<file path="config.mk">
export PLATFORM = sky130hd
export DESIGN_NAME = if_id_stage
export DESIGN_NICKNAME = d
export VERILOG_FILES = /design/src/rtl/if_id_stage.sv
export SDC_FILE = /design/constraint.sdc
export NUM_CORES = 1
export LEC_CHECK = 0
export ABC_AREA = 1
export CORE_MARGIN = 1
export CORE_UTILIZATION = 45
export CTS_CLUSTER_SIZE = 30
export DETAILED_ROUTE_END_ITERATION = 12
export GPL_TIMING_DRIVEN = 0
export HOLD_SLACK_MARGIN = 0.08
export PLACE_DENSITY = 0.78
export SYNTH_ARGS = -nofsm -noshare
export SYNTH_HDL_FRONTEND = slang
export SYNTH_SLANG_ARGS = --single-unit
</file>
<file path="constraint.sdc">
create_clock -name clk -period 3.4 [get_ports clk]
set_clock_uncertainty 0.05 [all_clocks]
set_input_delay 0.68 -clock clk [delete_from_list [all_inputs] [get_ports clk]]
set_output_delay 0.68 -clock clk [all_outputs]
set_load 0.01 [all_outputs]
</file>
<file path="src/rtl/if_id_stage.sv">
// PC register, IF/ID pipeline register and ID-stage branch/jump resolution.
// A taken transfer seen while the I-cache is stalled parks its target until fetch can resume.
module if_id_stage #(
  parameter logic [31:0] RESET_PC = 32'h0000_0000
) (
  input  logic        clk,
  input  logic        rst,
  input  logic        ICache_stall,
  input  logic        DCache_stall,
  input  logic        stallLU,
  input  logic        stallJ,
  input  logic [1:0]  ForwardJA,
  input  logic [1:0]  ForwardJB,
  input  logic [31:0] IF_instr,
  input  logic [31:0] ID_RsData,
  input  logic [31:0] ID_RtData,
  input  logic [31:0] EXMEM_ALUout,
  output logic [31:0] IF_PC,
  output logic        ICache_read,
  output logic [31:0] IFID_instr,
  output logic [31:0] IFID_PCplus4,
  output logic [4:0]  ID_RegJump,
  output logic [4:0]  ID_RegRt,
  output logic        ID_Branch,
  output logic        ID_JumpR,
  output logic        ID_redirect
);

  typedef enum logic {S_RUN, S_REDIR_WAIT} state_t;

  state_t      r_state, w_state_nxt;
  logic [31:0] r_pc, w_pc_nxt;
  logic [31:0] r_ifid_instr, w_ifid_instr_nxt;
  logic [31:0] r_ifid_pc4, w_ifid_pc4_nxt;
  logic [31:0] r_redir_tgt, w_redir_tgt_nxt;

  logic [5:0]  w_op, w_funct;
  logic        w_is_beq, w_is_bne, w_is_jimm, w_is_jreg;
  logic [31:0] w_opa, w_opb, w_br_off, w_target;
  logic        w_taken, w_accept;

  assign w_op      = r_ifid_instr[31:26];
  assign w_funct   = r_ifid_instr[5:0];
  assign w_is_beq  = (w_op == 6'b000100);
  assign w_is_bne  = (w_op == 6'b000101);
  assign w_is_jimm = (w_op == 6'b000010) || (w_op == 6'b000011);
  assign w_is_jreg = (w_op == 6'b000000) &&
                     ((w_funct == 6'b001000) || (w_funct == 6'b001001));

  // Only encoding 01 forwards; 10/11 fall back to the register file
  assign w_opa = (ForwardJA == 2'b01) ? EXMEM_ALUout : ID_RsData;
  assign w_opb = (ForwardJB == 2'b01) ? EXMEM_ALUout : ID_RtData;

  assign w_br_off = {{14{r_ifid_instr[15]}}, r_ifid_instr[15:0], 2'b00};
  assign w_taken  = (w_is_beq && (w_opa == w_opb)) ||
                    (w_is_bne && (w_opa != w_opb)) ||
                    w_is_jimm || w_is_jreg;

  always_comb begin
    w_target = r_ifid_pc4 + w_br_off;
    if (w_is_jimm)
      w_target = {r_ifid_pc4[31:28], r_ifid_instr[25:0], 2'b00};
    else if (w_is_jreg)
      w_target = w_opa;
  end

  assign w_accept = !rst && (r_state == S_RUN) && w_taken &&
                    !DCache_stall && !stallLU && !stallJ;

  always_comb begin
    w_state_nxt      = r_state;
    w_pc_nxt         = r_pc;
    w_ifid_instr_nxt = r_ifid_instr;
    w_ifid_pc4_nxt   = r_ifid_pc4;
    w_redir_tgt_nxt  = r_redir_tgt;
    if (DCache_stall) begin
      w_state_nxt = r_state;
    end else if (r_state == S_REDIR_WAIT) begin
      if (!ICache_stall) begin
        w_pc_nxt         = r_redir_tgt;
        w_ifid_instr_nxt = 32'h0;
        w_ifid_pc4_nxt   = 32'h0;
        w_state_nxt      = S_RUN;
      end
    end else if (stallLU || stallJ) begin
      w_state_nxt = r_state;
    end else if (w_taken) begin
      w_ifid_instr_nxt = 32'h0;
      w_ifid_pc4_nxt   = 32'h0;
      if (ICache_stall) begin
        w_redir_tgt_nxt = w_target;
        w_state_nxt     = S_REDIR_WAIT;
      end else begin
        w_pc_nxt = w_target;
      end
    end else if (ICache_stall) begin
      w_ifid_instr_nxt = 32'h0;
      w_ifid_pc4_nxt   = 32'h0;
    end else begin
      w_pc_nxt         = r_pc + 32'd4;
      w_ifid_instr_nxt = IF_instr;
      w_ifid_pc4_nxt   = r_pc + 32'd4;
    end
  end

  always_ff @(posedge clk) begin
    if (rst) begin
      r_state      <= S_RUN;
      r_pc         <= RESET_PC;
      r_ifid_instr <= 32'h0;
      r_ifid_pc4   <= 32'h0;
      r_redir_tgt  <= 32'h0;
    end else begin
      r_state      <= w_state_nxt;
      r_pc         <= w_pc_nxt;
      r_ifid_instr <= w_ifid_instr_nxt;
      r_ifid_pc4   <= w_ifid_pc4_nxt;
      r_redir_tgt  <= w_redir_tgt_nxt;
    end
  end

  assign IF_PC        = r_pc;
  assign ICache_read  = !rst;
  assign IFID_instr   = r_ifid_instr;
  assign IFID_PCplus4 = r_ifid_pc4;
  assign ID_RegJump   = r_ifid_instr[25:21];
  assign ID_RegRt     = r_ifid_instr[20:16];
  assign ID_Branch    = !rst && (w_is_beq || w_is_bne);
  assign ID_JumpR     = !rst && w_is_jreg;
  assign ID_redirect  = w_accept;

endmodule

</file>
[Word-level counts from Yosys, hierarchy flattened]
Index checks and enable logic that the tools add are counted.
Operators by class
  shifts and indexed selects: 0
  divide/modulo/power cells: 0
  equal/unequal tests: 13
  muxes and demuxes: 23
  order comparisons: 0
  reductions and logical operators: 25
  multipliers: 0
  bitwise logic cells: 3
  add/sub/neg operators: 2
Operators by type and width (count)
  $mux 32: 19
  $add 32x3->32 const B: 1
  $add 32x32->32: 1
  $eq 32x32->1: 1
  $ne 32x32->1: 1
  $eq 6x2->1 const B: 2
  $eq 6x3->1 const B: 2
  $eq 6x4->1 const B: 2
  $logic_and 1x1->1: 10
  $logic_or 1x1->1: 7
  $logic_not 6->1: 1
  $reduce_and 5->1: 1
  $eq 2x1->1 const B: 2
  $logic_not 1->1: 4
  $mux 1: 4
  $ne 2x2->1 const B: 2
  $reduce_and 4->1: 1
  $not 1->1: 3
  $reduce_and 3->1: 1
  $ne 2x1->1 const B: 1
Word-level totals
  memories: 0
  bits in registers: 129
  output and inout port bits: 110
  word-level logic and storage cells: 71
  latch bits: 0
  input bits: 138
  bits in read-only memories: 0
  memory bits (writable): 0

[Depth between registers and ports, before layout]
Gate-level depths: netlist (run 1).
  word-level depth: 11
  mapped depth: 22
  depth with buffers taken out: 19

[Worst setup path after synthesis (run 1)]
OpenSTA, ideal clock, no wires.
  path type: input -> output
  start point: input port ForwardJA[0]
  end point: output port ID_redirect
  path slack: 156 ps
  path buffers: 4
  arrival time: 2514 ps
  stages: 16
  required time: 2670 ps
  cells stage by stage: buf_2 -> nand2_2 -> buf_2 -> buf_4 -> o21ai_0 -> nand2_1 -> nand2_1 -> nand2_1 -> nor2_1 -> nand2_1 -> nor2_1 -> nand3_1 -> nand3_2 -> clkbuf_1 -> nand3_1 -> inv_1
Between the ends
  word-level cells in the longest chain between the ends: 11
  elaborated cells on any way between the ends: 13
  classes of those cells: eq/ne: 3; mux: 1; reduce/logical: 9
Ends and longest elaborated chain
  from (decl): line 12  | input logic [1:0] ForwardJA,
  $eq 2x1->1 *: line 51  | assign w_opa = (ForwardJA == 2'b01) ? EXMEM_ALUout : ID_RsData;
  $mux 32 *: line 51
  $eq 32x32->1 or $ne 32x32->1 (tied branches): line 55, 56
  $logic_and 1x1->1, on equally long branches: line 55, 56
  $logic_or 1x1->1 *: line 55  | assign w_taken = (w_is_beq && (w_opa == w_opb)) ||
  $logic_or 1x1->1 *: line 56  | (w_is_bne && (w_opa != w_opb)) ||
  $logic_or 1x1->1 *: line 57  | w_is_jimm || w_is_jreg;
  $logic_and 1x1->1 * (2 in a row): line 67  | assign w_accept = !rst && (r_state == S_RUN) && w_taken &&
  $logic_and 1x1->1 * (2 in a row): line 68  | !DCache_stall && !stallLU && !stallJ;
  to (decl): line 26  | output logic ID_redirect
Every way passes the cells marked *; elsewhere a longest branch is shown, timed or not.

[Worst setup path after layout (run 1)]
  start point: input port EXMEM_ALUout[16]
  end point: output port ID_redirect
Between the ends
  word-level cells in the longest chain between the ends: 10
  elaborated cells on any way between the ends: 13
  classes of those cells: eq/ne: 2; mux: 2; reduce/logical: 9
Ends and longest elaborated chain
  from (decl): line 17  | input logic [31:0] EXMEM_ALUout,
  $mux 32, on equally long branches: line 51, 52
  $eq 32x32->1 or $ne 32x32->1 (tied branches): line 55, 56
  $logic_and 1x1->1, on equally long branches: line 55, 56
  $logic_or 1x1->1 *: line 55
  $logic_or 1x1->1 *: line 56
  $logic_or 1x1->1 *: line 57
  $logic_and 1x1->1 * (2 in a row): line 67
  $logic_and 1x1->1 * (2 in a row): line 68
Marked as above.

==> reports/results.md, run 1 <==
| Stage | Result | Value |
|---|---|---|
| floorplan | Full die area | 25,620 um^2 |
| placed design | Estimated wirelength of the detail-placed design | 39,660 um |
| finish | P&R area growth vs syn | 36.54% |
| synth | Most instantiated cells after synthesis | 833 x nand2_1, 279 x inv_1, 179 x a21oi_1, 148 x nor2_1, 129 x dfxtp_1 |
| worst setup path | Endpoint required time on the critical path | 2670 ps |
| routing | Number of DRC markers after the initial detailed-route iteration | 1,640 |
| routing | Total detailed-routing wirelength | 51,140 um |
| placed design | Final weighted congestion of routability-driven global placement | 1.006 |
| outcome | Run status | completed |
| sta | RSZ-0062 raised after global routing | true |
| routing | Number of DRC violations after detailed routing | 0 |
| cts | Clock insertion delay at the later pin of the skew report | 440 ps |
| placed design | Post-place setup slack | -1818 ps |
| finish | Inserted Diodes | 0 |
| flow run | Reported max-cap violation count | 0 |
| worst setup path | Worst path arrival time | 2640 ps |
| cts | Root buffer selected by CTS | clkbuf_16 |
| power | Static Leak | 0.007650 uW |
| grt | Antenna violations before repair | 2 |
| cts | CTS Sinks | 129 |
| floorplan | Number of rows in the core area | 57 |
| synth | Mapped cell area | 11,240 um^2 |
| placed design | # placed instances | 2,654 |
| cts | Clock buffer count from CTS | 17 |
| synth | Sequential-to-total area share from yosys stat | 0.2297 |
| sta | Worst-case setup margin in the final layout | 27.83 ps |
| finish | Fraction of layout instances using a drive strength above 1 | 0.06043 |
| worst setup path | Crit Path Max Fanout | 4 |
| sta | Setup_tns | 0 ps |
| power | PwrDens | 286.3 nW/um^2 |
| min path | Min-Delay Startpoint | r_redir_tgt[1]$_SDFFE_PP0P_ |
| worst setup path | Startpoint of the worst register-to-register path | IFID_instr[30]$_SDFFE_PP0P_ |
| synth | Flops & latches, synth | 129 |
| power | IR Drop Worst-Case VDD | 294.3 uV |
| routing | Number of vias in the routed layout | 15,100 |
| floorplan | Top-Level Pins | 248 |
| synth | Syn Area/Cell | 5.393 um^2 |
| cts | Clock tree from TritonCTS | done |
| worst setup path | First element of the critical path | EXMEM_ALUout[16] |
| synth | Post-synth net total | 2,254 |
| sta | Final number of hold-violating endpoints | 0 |
| grt | Total global routing overflow | 0 |
| routing | Number of nets with antenna violations after detailed routing | 0 |
| worst setup path | Classification of the worst setup path | in -> out |
| synth | Count of different cell masters after synthesis | 36 |
| floorplan | Die W | 160.1 um |
| min path | Worst min-delay path class | reg -> reg |
| sta | Achievable frequency | 296.5 MHz |
| cts | CTS Hold Bufs | 0 |
| synth | Dominant cells by area after synthesis | nand2_1 28%, dfxtp_1 23%, inv_1 9.3% |
| floorplan | Initial Util | 0.4610 |
| sta | Measured slew at the worst slew-check pin | 956.5 ps |
| synth | Synth Flop Type | dfxtp_1 |
| worst setup path | Endpoint type of the worst setup path | output port |
| grt | Largest net degree at the start of global routing | 19 |
| floorplan | Height of the die | 160.1 um |
| finish | Filler Cells Inserted | 2,418 |
| synth | Most area-hungry cell type in the Yosys netlist | nand2_1 |
| grt | First-pass GRT wire length | 76,580 um |
| routing | Wire length per cell | 18.89 um |
| routing | Iteration count of the initial detailed-routing pass | 6 |
| synth | Fraction of registers with async set/reset | 0 |
| synth | Number of instances in the synthesized netlist | 2,085 |
| synth | Most common cell in the netlist | nand2_1 |
| finish | Non-filler cells in the finished layout | 2,707 |
| sta | Final worst path period need | 3372 ps |
| synth | Fraction of post-synthesis cell area in the top cell type by area | 0.2781 |
| power | Power Total | 4396 uW |
| floorplan | Area of the core region | 24,390 um^2 |
| cts | Clock transition at the register clock pins on the worst setup and hold paths after CTS | 60 ps |
| sta | Final Cycle Share | 0.9918 |
| grt | Number of global-route vias before repair | 13,740 |
| finish | Number of nets in the final layout | 2,539 |
| cts | Longest Clk Path Bufs | 2 |
| placed design | Port Buffer Count | 245 |
| sta | Count of final setup violators | 0 |
| routing | Post-detailed-route via-to-cell ratio | 5.576 |
| sta | Headroom to the max-slew limit | 0.3581 |
| cts | Clock H-tree levels | 4 |
| worst setup path | Startpoint Class | input pin |
| grt | Overall fraction of global-route tracks in use | 0.3842 |
| synth | Synth warn | 0 |
| sta | Final Max Slew Viols | 0 |
| synth | EDFF count, synth | 0 |
## critical path, cell delays in order
cell,delay [ps]
clkdlybuf4s50_1,510
o21ai_2,270
nand2_1,90
nand2_1,70
nand2_2,80
nor2_1,110
nand2_1,90
nor2_4,200
nand2_2,100
nand2_4,80
nand3_4,110
nand3_2,90
inv_1,50
buf_2,130
## final cells by class
cell class	count	area (um^2)	area share
buffer	107	694.4	0.04523
tap	324	405.4	0.02640
clock inverter	15	210.2	0.01369
timing repair buffer	266	2684	0.1748
inverter	283	1070	0.06968
clock buffer	17	425.4	0.02771
multi-input combinational	1566	7282	0.4743
sequential	129	2582	0.1682
## cells in the final DEF, fill, tap and decap left out, types with 11 or more instances in the layout
cell and instances:
nor2_1 145, buf_2 14, clkdlybuf4s50_1 225, dfxtp_1 129, inv_1 279, buf_4 28, nand3_1 110, clkbuf_16 19
clkbuf_1 55, nor3_1 16, o21ai_0 93, ha_1 30, nand2_1 823, xor2_1 25, a211oi_1 14, dlygate4sd2_1 11
a21oi_1 179, o21ai_1 24, nand4_1 42
## what timing repair did
action | 4_1_cts | 5_1_grt
setup endpoints to repair | 131 | 23
buffers inserted | 13 | 2
cloned | 3 | 4
pin swaps | 12 | 11
endpoints found under the hold margin | 0 | 0
resized for setup | 141 | 39
## stage by stage
stage                 util  hold WS, ps  area, um^2
finish              0.6295        407.4       15350
floorplan                -        374.4       11240
global placement    0.5782        387.7       14100
global route        0.6295        420.6       15350
detailed placement  0.5782        395.1       14100
CTS                 0.6226        405.4       15180
## power breakdown
part           internal (uW)  total, uW  switching [uW]  leakage [uW]
registers               1520       1540            18.2       0.00104
logic                    356        833             477       0.00629
clock network           1200       2020             827      0.000315
total                   3070       4400            1320       0.00765
## path summary, 6_finish.rpt
kind              cells past startpoint                     endpoint  slack, ps
setup / recovery                     14                  ID_redirect         30
setup reg to reg                     13        IF_PC[4]$_SDFFE_PP0P_        140
hold reg to reg                       2  r_redir_tgt[1]$_SDFFE_PP0P_        410
hold / removal                        2  r_redir_tgt[1]$_SDFFE_PP0P_        410
## flip-flops by register name, summed over array words and instances, names as in the netlist
signal	flops
IFID_PCplus4	32
IFID_instr	32
IF_PC	32
r_redir_tgt	32
r_state	1
## metal layers
layer / part of all wire / global-route usage
met5: 0.00053 / 0
met4: 0.041 / 0.1532
met3: 0.12 / 0.07792
met2: 0.44 / 0.6227
met1: 0.40 / 0.4971
## logic make-up after synthesis
group | count (synthesis) | synth area share
and+or+nand+nor | 1179 | 0.4260
buffers and inverters | 391 | 0.1379
AOI/OAI and AO/OA | 329 | 0.1511
DFF | 129 | 0.2297
adders and majority gates | 31 | 0.03516
xor gates and xnor gates | 26 | 0.02025
No activity file was read; power rests on OpenSTA's default activity.
==> run 2: changes to the inputs <==
--- a/config.mk
+++ b/config.mk
@@ -6,6 +6,7 @@
 export NUM_CORES = 1
 export LEC_CHECK = 0
 export ABC_AREA = 1
+export CAP_MARGIN = 20
 export CORE_MARGIN = 1
 export CORE_UTILIZATION = 45
 export CTS_CLUSTER_SIZE = 30
==> results of run 2 <==
Final layout, timing and power as in run 1 (identical DEF).
